### src/rtl/vga_timing_pkg.sv
// Shared VGA timing constants (640x480@60 defaults), receiver FSM encoding and error codes.
package vga_timing_pkg;

  localparam int unsigned HTotalDef  = 800;
  localparam int unsigned HSyncDef   = 96;
  localparam int unsigned HBackDef   = 48;
  localparam int unsigned HActiveDef = 640;
  localparam int unsigned VTotalDef  = 525;
  localparam int unsigned VSyncDef   = 2;
  localparam int unsigned VBackDef   = 33;
  localparam int unsigned VActiveDef = 480;

  typedef enum logic [1:0] {
    StSearch  = 2'd0,
    StMeasure = 2'd1,
    StLocked  = 2'd2
  } rx_state_e;

  localparam logic [1:0] ErrLineLen = 2'd1;
  localparam logic [1:0] ErrHsWidth = 2'd2;
  localparam logic [1:0] ErrFrame   = 2'd3;

  function automatic logic [7:0] sat_inc8(input logic [7:0] v);
    return (v == 8'hff) ? v : v + 8'd1;
  endfunction

endpackage

### src/rtl/vga_edge_det.sv
// Registered sample of a sync line with combinational fall/rise pulses against that sample.
module vga_edge_det (
  input  logic clk,
  input  logic rst_n,
  input  logic sig_i,
  output logic fall_o,
  output logic rise_o
);

  logic sig_q;

  // Syncs idle high, so reset to 1 to avoid a false edge on release.
  always_ff @(posedge clk or negedge rst_n) begin
    if (!rst_n) begin
      sig_q <= 1'b1;
    end else begin
      sig_q <= sig_i;
    end
  end

  assign fall_o = sig_q & ~sig_i;
  assign rise_o = ~sig_q & sig_i;

endmodule

### src/rtl/vga_sync_rx.sv
// VGA sync receiver: measures hs/vs timing, locks to the expected mode and regenerates x/y/de.
module vga_sync_rx
  import vga_timing_pkg::*;
#(
  parameter int unsigned H_TOTAL  = HTotalDef,
  parameter int unsigned H_SYNC   = HSyncDef,
  parameter int unsigned H_BACK   = HBackDef,
  parameter int unsigned H_ACTIVE = HActiveDef,
  parameter int unsigned V_TOTAL  = VTotalDef,
  parameter int unsigned V_SYNC   = VSyncDef,
  parameter int unsigned V_BACK   = VBackDef,
  parameter int unsigned V_ACTIVE = VActiveDef
) (
  input  logic       clk,
  input  logic       rst_n,
  input  logic       hs,
  input  logic       vs,
  output logic       locked,
  output logic       de,
  output logic [9:0] x,
  output logic [9:0] y,
  output logic       frame_start,
  output logic       err,
  output logic [1:0] err_code,
  output logic [7:0] err_cnt
);

  localparam logic [10:0] HPosMax = 11'h7ff;
  localparam logic [11:0] HTotalW = 12'(H_TOTAL);
  localparam logic [11:0] HSyncW  = 12'(H_SYNC);
  localparam logic [10:0] HStart  = 11'(H_SYNC + H_BACK);
  localparam logic [10:0] HEnd    = 11'(H_SYNC + H_BACK + H_ACTIVE - 1);
  localparam logic [10:0] VTotalW = 11'(V_TOTAL);
  localparam logic [9:0]  VSyncW  = 10'(V_SYNC);
  localparam logic [9:0]  VStart  = 10'(V_SYNC + V_BACK);
  localparam logic [9:0]  VEnd    = 10'(V_SYNC + V_BACK + V_ACTIVE - 1);

  logic hs_fall, hs_rise, vs_fall, vs_rise;

  vga_edge_det u_hs_edge (
    .clk    (clk),
    .rst_n  (rst_n),
    .sig_i  (hs),
    .fall_o (hs_fall),
    .rise_o (hs_rise)
  );

  vga_edge_det u_vs_edge (
    .clk    (clk),
    .rst_n  (rst_n),
    .sig_i  (vs),
    .fall_o (vs_fall),
    .rise_o (vs_rise)
  );

  rx_state_e   state_q, state_d;
  logic [10:0] h_pos_q, h_pos_d;
  logic [9:0]  v_pos_q, v_pos_d;
  logic [9:0]  vs_lines_q, vs_lines_d;
  logic        vs_pend_q, vs_pend_d;
  logic        skip_q, skip_d;
  logic        fs_q, fs_d;
  logic        err_q, err_d;
  logic [1:0]  err_code_q, err_code_d;
  logic [7:0]  err_cnt_q, err_cnt_d;
  logic        de_q, de_d;
  logic [9:0]  x_q, x_d, y_q, y_d;

  logic [11:0] line_len;
  logic        restart, checking, viol_line, viol_hs, viol_frame, viol;

  always_comb begin
    line_len   = {1'b0, h_pos_q} + 12'd1;
    restart    = hs_fall & (vs_pend_q | vs_fall);
    checking   = (state_q != StSearch);
    viol_line  = checking & ((hs_fall & ~skip_q & (line_len != HTotalW)) |
                             (h_pos_q == HPosMax));
    viol_hs    = checking & hs_rise & (line_len != HSyncW);
    viol_frame = checking & ((vs_rise & (vs_lines_q != VSyncW)) |
                             (restart & (({1'b0, v_pos_q} + 11'd1) != VTotalW)));
    viol       = viol_line | viol_hs | viol_frame;

    h_pos_d = hs_fall ? 11'd0 : ((h_pos_q == HPosMax) ? h_pos_q : h_pos_q + 11'd1);

    v_pos_d   = v_pos_q;
    vs_pend_d = vs_pend_q | vs_fall;
    fs_d      = 1'b0;
    if (hs_fall) begin
      if (vs_pend_q || vs_fall) begin
        v_pos_d   = 10'd0;
        vs_pend_d = 1'b0;
        fs_d      = 1'b1;
      end else begin
        v_pos_d = v_pos_q + 10'd1;
      end
    end

    // A falling vs that coincides with hs_fall already counts that line.
    vs_lines_d = vs_lines_q;
    if (vs_fall) begin
      vs_lines_d = {9'd0, hs_fall};
    end else if (hs_fall && !vs && (vs_lines_q != 10'h3ff)) begin
      vs_lines_d = vs_lines_q + 10'd1;
    end

    state_d = state_q;
    skip_d  = skip_q;
    unique case (state_q)
      StSearch: begin
        if (vs_fall) begin
          state_d = StMeasure;
          skip_d  = 1'b1;
        end
      end
      StMeasure: begin
        if (hs_fall) skip_d = 1'b0;
        if (viol) begin
          state_d = StSearch;
        end else if (restart) begin
          state_d = StLocked;
        end
      end
      StLocked: begin
        if (viol) state_d = StSearch;
      end
      default: state_d = StSearch;
    endcase

    err_d      = viol;
    err_code_d = err_code_q;
    err_cnt_d  = err_cnt_q;
    if (viol) begin
      err_cnt_d = sat_inc8(err_cnt_q);
      if (viol_line) begin
        err_code_d = ErrLineLen;
      end else if (viol_hs) begin
        err_code_d = ErrHsWidth;
      end else begin
        err_code_d = ErrFrame;
      end
    end

    // Built from next-state values so x/y/de line up with h_pos/v_pos/locked.
    de_d = (state_d == StLocked) && (h_pos_d >= HStart) && (h_pos_d <= HEnd) &&
           (v_pos_d >= VStart) && (v_pos_d <= VEnd);
    x_d  = de_d ? 10'(h_pos_d - HStart) : 10'd0;
    y_d  = de_d ? (v_pos_d - VStart) : 10'd0;
  end

  always_ff @(posedge clk or negedge rst_n) begin
    if (!rst_n) begin
      state_q    <= StSearch;
      h_pos_q    <= 11'd0;
      v_pos_q    <= 10'd0;
      vs_lines_q <= 10'd0;
      vs_pend_q  <= 1'b0;
      skip_q     <= 1'b0;
      fs_q       <= 1'b0;
      err_q      <= 1'b0;
      err_code_q <= 2'd0;
      err_cnt_q  <= 8'd0;
      de_q       <= 1'b0;
      x_q        <= 10'd0;
      y_q        <= 10'd0;
    end else begin
      state_q    <= state_d;
      h_pos_q    <= h_pos_d;
      v_pos_q    <= v_pos_d;
      vs_lines_q <= vs_lines_d;
      vs_pend_q  <= vs_pend_d;
      skip_q     <= skip_d;
      fs_q       <= fs_d;
      err_q      <= err_d;
      err_code_q <= err_code_d;
      err_cnt_q  <= err_cnt_d;
      de_q       <= de_d;
      x_q        <= x_d;
      y_q        <= y_d;
    end
  end

  assign locked      = (state_q == StLocked);
  assign de          = de_q;
  assign x           = x_q;
  assign y           = y_q;
  assign frame_start = fs_q;
  assign err         = err_q;
  assign err_code    = err_code_q;
  assign err_cnt     = err_cnt_q;

endmodule

### config.mk
export PLATFORM = sky130hd
export DESIGN_NAME = vga_sync_rx
export DESIGN_NICKNAME = d
export VERILOG_FILES = /design/src/rtl/vga_timing_pkg.sv /design/src/rtl/vga_edge_det.sv /design/src/rtl/vga_sync_rx.sv
export SDC_FILE = /design/constraint.sdc
export NUM_CORES = 1
export LEC_CHECK = 0
export CORE_UTILIZATION = 58
export CTS_CLUSTER_SIZE = 10
export DETAILED_ROUTE_END_ITERATION = 7
export HOLD_SLACK_MARGIN = 0.05
export PLACE_DENSITY = 0.86
export SLEW_MARGIN = 5
export SYNTH_ARGS = -nofsm -noshare
export SYNTH_HDL_FRONTEND = slang
export SYNTH_SLANG_ARGS = --single-unit
### constraint.sdc
create_clock -name clk -period 3.9 [get_ports clk]
set_input_delay 0.39 -clock clk [delete_from_list [all_inputs] [get_ports clk]]
set_output_delay 0.39 -clock clk [all_outputs]
set_load 0.05 [all_outputs]
=== After elaboration in Yosys (flattened, before gate mapping) ===
Cells that the tools add are included.

* Word-level logic and storage cells: 99
* Output and inout bits: 34
* Register bits: 70
* Input port bits: 4

* Order comparisons: 4
* Multiplexer cells: 22
* Bitwise operators: 24
* $add $sub $neg: 8
* Reduce and logical (&&, ||, !) cells: 14
* Equality and inequality tests: 12

{| class="wikitable"
|+ Operators by type and width
! kind !! count
|-
| $mux 10 || 6
|-
| $mux 11 || 2
|-
| $add 10x1->10 const B || 2
|-
| $and 1x1->1 || 13
|-
| $add 11x1->12 const B || 1
|-
| $ne 12x10->1 const B || 1
|-
| $ne 12x7->1 const B || 1
|-
| $add 10x1->11 const B || 1
|-
| $add 11x1->11 const B || 1
|-
| $eq 11x11->1 const B || 1
|-
| $ge 11x8->1 const B || 1
|-
| $le 11x10->1 const B || 1
|-
| $ne 11x10->1 const B || 1
|-
| $ge 10x6->1 const B || 1
|-
| $le 10x10->1 const B || 1
|-
| $mux 2 || 5
|-
| $ne 10x10->1 const B || 1
|-
| $ne 10x2->1 const B || 1
|-
| $sub 10x6->10 const B || 1
|-
| $sub 10x8->10 const B || 1
|-
| $add 8x1->8 const B || 1
|-
| $eq 8x8->1 const B || 1
|-
| $mux 1 || 7
|-
| $logic_and 1x1->1 || 6
|-
| 13 further kinds || 26
|}

=== Depth between registers and ports, before layout ===
* Depth after elaboration: 16
* Mapped depth: 13

=== Hierarchy ===
A second synthesis with hierarchy kept.

* Cells, all modules: 425
* Area total of the unflattened synthesis: 4111.4 um^2

{| class="wikitable"
|+ By module, submodules not included
! module !! area each (um^2) !! sequential area each (um^2) !! instances !! cells each
|-
| vga_sync_rx || 4028.9 || 1701.6 || 1 || 419
|-
| vga_edge_det || 41.3 || 26.3 || 2 || 3
|}

=== Least setup slack after synthesis ===
No wires, ideal clock.

* Path kind: reg2reg
* Start point: register h_pos_q[1]
* End point: register y_q[8] (netlist: y[8])
* Arrival: 2.835 ns
* Setup slack: 0.985 ns
* Cell stages (with the launch flop): 13
* Library setup time: 0.080 ns
* Required time: 3.820 ns
* Path buffers: 1
* Cell sequence: dfrtp_1 -> ha_1 -> nand3_2 -> nor3_4 -> a21oi_1 -> nor2_1 -> ha_1 -> nand2_1 -> or4_4 -> o32ai_4 -> nand4_4 -> buf_6 -> nor3_2

{| class="wikitable"
|+ RTL lines
! item !! RTL line !! text
|-
| start: declaration || vga_sync_rx.sv:57 || <nowiki>logic [10:0] h_pos_q, h_pos_d;</nowiki>
|-
| start signal: assignment || vga_sync_rx.sv:167 || <nowiki>h_pos_q <= h_pos_d;</nowiki>
|-
| $add 11x1->11 / $eq 11x11->1 (equally long branches) || vga_sync_rx.sv:83 || <nowiki>h_pos_d = hs_fall ? 11'd0 : ((h_pos_q == HPosMax) ? h_pos_q : h_pos_q + 11'd1);</nowiki>
|-
| $mux 11 (*) (2 in a row) || vga_sync_rx.sv:83 ||
|-
| via h_pos_d[4] || vga_sync_rx.sv:57 ||
|-
| $ge 11x8->1 || vga_sync_rx.sv:144 || <nowiki>de_d = (state_d == StLocked) && (h_pos_d >= HStart) && (h_pos_d <= HEnd) &&</nowiki>
|-
| $logic_and 1x1->1 || vga_sync_rx.sv:144 ||
|-
| $logic_and 1x1->1 (*) (2 in a row) || vga_sync_rx.sv:144 ||
|-
| $logic_and 1x1->1 (*) || vga_sync_rx.sv:145 || <nowiki>(v_pos_d >= VStart) && (v_pos_d <= VEnd);</nowiki>
|-
| $mux 10 (*) || vga_sync_rx.sv:147 || <nowiki>y_d = de_d ? (v_pos_d - VStart) : 10'd0;</nowiki>
|-
| via y_d[8] || vga_sync_rx.sv:67 || <nowiki>logic [9:0] x_q, x_d, y_q, y_d;</nowiki>
|-
| end signal: assignment || vga_sync_rx.sv:178 || <nowiki>y_q <= y_d;</nowiki>
|-
| end: declaration || vga_sync_rx.sv:67 ||
|}

Mark *: on every way through the listed nets, which the timed path passes. The rest lies on a longest branch.
A chain may end at the register's enable or synchronous reset.

=== Worst setup path in the final report ===
* Start point: register h_pos_q[0]
* End point: register x_q[7] (netlist: x[7])

{| class="wikitable"
|+ RTL lines
! item !! RTL line !! text
|-
| $add 11x1->11 / $eq 11x11->1 (equally long branches) || vga_sync_rx.sv:83 ||
|-
| $mux 11 (*) (2 in a row) || vga_sync_rx.sv:83 ||
|-
| via h_pos_d[4] || vga_sync_rx.sv:57 ||
|-
| $ge 11x8->1 || vga_sync_rx.sv:144 ||
|-
| $logic_and 1x1->1 (3 in a row) || vga_sync_rx.sv:144 ||
|-
| $logic_and 1x1->1 || vga_sync_rx.sv:145 ||
|-
| $mux 10 (*) || vga_sync_rx.sv:146 || <nowiki>x_d = de_d ? 10'(h_pos_d - HStart) : 10'd0;</nowiki>
|-
| via x_d[7] || vga_sync_rx.sv:67 ||
|-
| end signal: assignment || vga_sync_rx.sv:163 || <nowiki>x_q <= 10'd0;</nowiki>
|-
| end signal: assignment || vga_sync_rx.sv:177 || <nowiki>x_q <= x_d;</nowiki>
|-
| end: declaration || vga_sync_rx.sv:67 ||
|}

Marks and branches as above.

==> metrics.md <==
| Metric | Value |
|---|---|
| Maximum vdd drop | 0.1946 mV |
| Library cells used by synthesis | 83 |
| Worst setup SP type | register |
| Net switching power | 0.8122 mW |
| PortBufs | 37 |
| Chip Height | 87.29 um |
| Bufs on Longest Clock Path | 2 |
| Ys Warns | 0 |
| Via density | 6.090 |
| Top FF cell, synth | dfrtp_1 |
| Crit path DAT | 3.84 ns |
| CTS tree | done |
| Worst Path Required | 4.14 ns |
| Pre-antenna DRT Iters | 5 |
| Most frequent cells in the layout | dfrtp_1, nand2_1, clkdlybuf4s50_1, nor2_1, inv_1 |
| DIE AREA | 7620 um^2 |
| R2r startpoint | h_pos_q[0] |
| Vias | 3465 |
| Grt ovf | 0 |
| Syn Inst Count | 431 |
| Antenna diodes | 0 |
| Worst-Skew Late Latency | 0.35 ns |
| Cts bufs inserted | 9 |
| Most common cell after layout, fill and taps aside | dfrtp_1 |
| Worst hold path depth | 1 |
| P per Cell Area | 435.7 nW/um^2 |
| P_leak | 2.064 nW |
| Netlist Area Pre-Place | 4219 um^2 |
| Starting density of the core | 61.09% |
| Final setup violation count | 0 |
| Setup tns final | 0 ns |
| Ys async rst share | 100.0% |
| Crit path kind | reg -> reg |
| Root buffer cell | clkbuf_8 |
| Final worst path period share | 92.19% |
| Post-synth net total | 446 |
| GP Congestion | 0.9423 |
| Unrepaired setup endpoints after global routing | false |
| Final clock skew | 0.01086 ns |
| Worst R2R Setup Slack | 0.30 ns |
| First-pass GRT wire length | 16260 um |
| Post-CTS setup buffer count | 0 |
| Post-route ant nets | 0 |
| Post-synth EDFFs | 0 |
| Logic gate share of total power | 31.2% |
| Mapped Avg Cell Area | 9.789 um^2 |
| Final hold vios | 0 |
| Post-DP HPWL | 6892 um |
| Max Cap Viol | 0 |
| CP Capture Type | register |
| Rows | 30 |
| Hold Crit Class | reg -> reg |
| Sw Share | 38.89% |
| FMAX | 278.1 MHz |
| R2r endpoint | x[7] |
| Flop pwr share | 44.2% |
| # DRC | 0 |
| Total GRT Usage | 27.95% |
| Worst-path clk slew | 0.08 ns |
| Worst Min Path Start | err_cnt[4] |
| Worst Hold End | err_cnt[4] |
| Synth top area cells | dfrtp_1, xnor2_1, xor2_1, nand2_1, ha_1 |
| CP max FO | 19 |
| Synth area leader | dfrtp_1 |
| Antenna violations before repair | 0 |
| DRT iter0 DRCs | 308 |
| Max H-tree Level | 3 |
| Top-area cell type share of the netlist area | 40.33% |
| Top-level port count | 38 |
| Status | finished, final reports clean |
| Sequential-to-total area share from yosys stat | 41.58% |
| Routed len/inst | 16.72 um |
| Vias in the first global route | 3348 |
| Slew HR | 53.42% |
| Die Width | 87.29 um |
| WL final | 9515 um |
| Area delta synth->final | 13.61% |
| Largest net degree at the start of global routing | 48 |
| CTS sink cnt | 70 |
| Register bit count reported by yosys | 70 |
| Slew Limit Fails | 0 |
| Layout cells sized above 1 | 12.90% |
| Internal Power | 1.276 mW |
| Clock Power Share | 24.6% |
| # nets final | 483 |
| Worst Reg-to-Reg Cells | 11 |
| Core footprint | 6907 um^2 |
| Total power draw | 2.088 mW |
| Worst-Margin Slew | 0.6953 ns |
| Min cycle time layout | 3.595 ns |
| Fill cells | 522 |
-- registers in the layout, indices dropped and copies added, names as in the netlist --
name and cells:
h_pos_q 11, v_pos_q 10, vs_lines_q 10, x 10, y 10, err_cnt 8
err_code 2, state_q 2, de 1, err 1, frame_start 1, skip_q 1
u_hs_edge.sig_q 1, u_vs_edge.sig_q 1, vs_pend_q 1
-- Yosys cell counts (all sizes together), types with 3 or more instances --
master,n
nor4b,3
inv,23
o311ai,3
nor2,32
buf,18
nand2b,6
and3,7
a21boi,3
nand3b,3
a41oi,3
and4,3
nor3,27
dfrtp,68
xnor2,20
o21ai,23
a31oi,5
nor2b,6
ha,11
xor2,16
a211oi,8
nand3,22
nand4,7
or3,5
clkbuf,3
nand2,38
a21oi,14
and2,3
mux2i,4
nor4,3
o211ai,4
-- cells by family after synthesis --
kind of cell / synth area share (%)
fa+ha+maj: 3.262
simple gates: 23.96
compound gates: 16.40
mux: 1.572
flops: 41.58
buf+inv: 5.753
xor+xnor: 7.473
-- through the flow --
stage               hold WS [ns]  util (%)  instances  worst slack (ns)  area [um^2]
floorplan                0.09441         -        431            0.9847         4219
global placement          0.3939     66.83        552            0.5508         4616
detailed placement        0.4028     66.83        552            0.3931         4616
CTS                       0.4902     69.40        569            0.3146         4793
global route              0.5134     69.40        569           0.02603         4793
finish                    0.4846     69.40        569            0.3046         4793
-- how the worst max path moves through the flow --
stage | cells after the start | startpoint | to | slack [ns]
3_5_place_dp | 11 | h_pos_q[0] | x[7] | 0.39
2_1_floorplan | 12 | h_pos_q[1] | y[8] | 0.98
5_1_grt | 11 | h_pos_q[0] | x[7] | 0.03
3_3_place_gp | 11 | h_pos_q[0] | x[8] | 0.55
6_report | 11 | h_pos_q[0] | x[7] | 0.30
4_1_cts | 11 | h_pos_q[0] | x[7] | 0.31
-- layer usage --
layer	vias up	track usage (%)	wire length (um)
met2	136	44.53	4750
met1	1680	37.53	4004
met5	-	0	0
met4	0	13.11	310
met3	29	4.265	450
li1	1620	-	-
-- layout make-up --
cell class	count	area, um^2	area share (%)
clock buffers	12	145.1	3.028
clock inverters	4	22.52	0.4699
inverters	23	86.33	1.801
multi-input cells	317	2222	46.36
flip-flops and latches	70	1754	36.60
well taps	96	120.1	2.506
repair buffers	47	442.9	9.240
-- timing repair --
item,CTS,global route
hold endpoints to repair,21,0
resized for setup,0,0
hold buffers,1,0
-- power by group through the flow --
stage / Combinational, mW / Clock [mW] / Sequential [mW]
finish: 0.652 / 0.513 / 0.924
global route: 0.705 / 0.552 / 0.940
CTS: 0.654 / 0.519 / 0.921
detailed placement: 0.651 / 0 / 0.936
global placement: 0.638 / 0 / 0.932
floorplan: 0.304 / 0 / 1.08
-- worst max-delay path: stages (launching register included) --
cell	delay (ns)
dfrtp_1	0.54
ha_1	0.33
nand3_2	0.19
nor3_4	0.33
a21oi_1	0.10
nor2_1	0.24
ha_1	0.20
nand2_1	0.05
or4_4	0.50
o32ai_4	0.30
nand4_4	0.36
nor3_1	0.35
No activity file was read; power rests on OpenSTA's default activity.
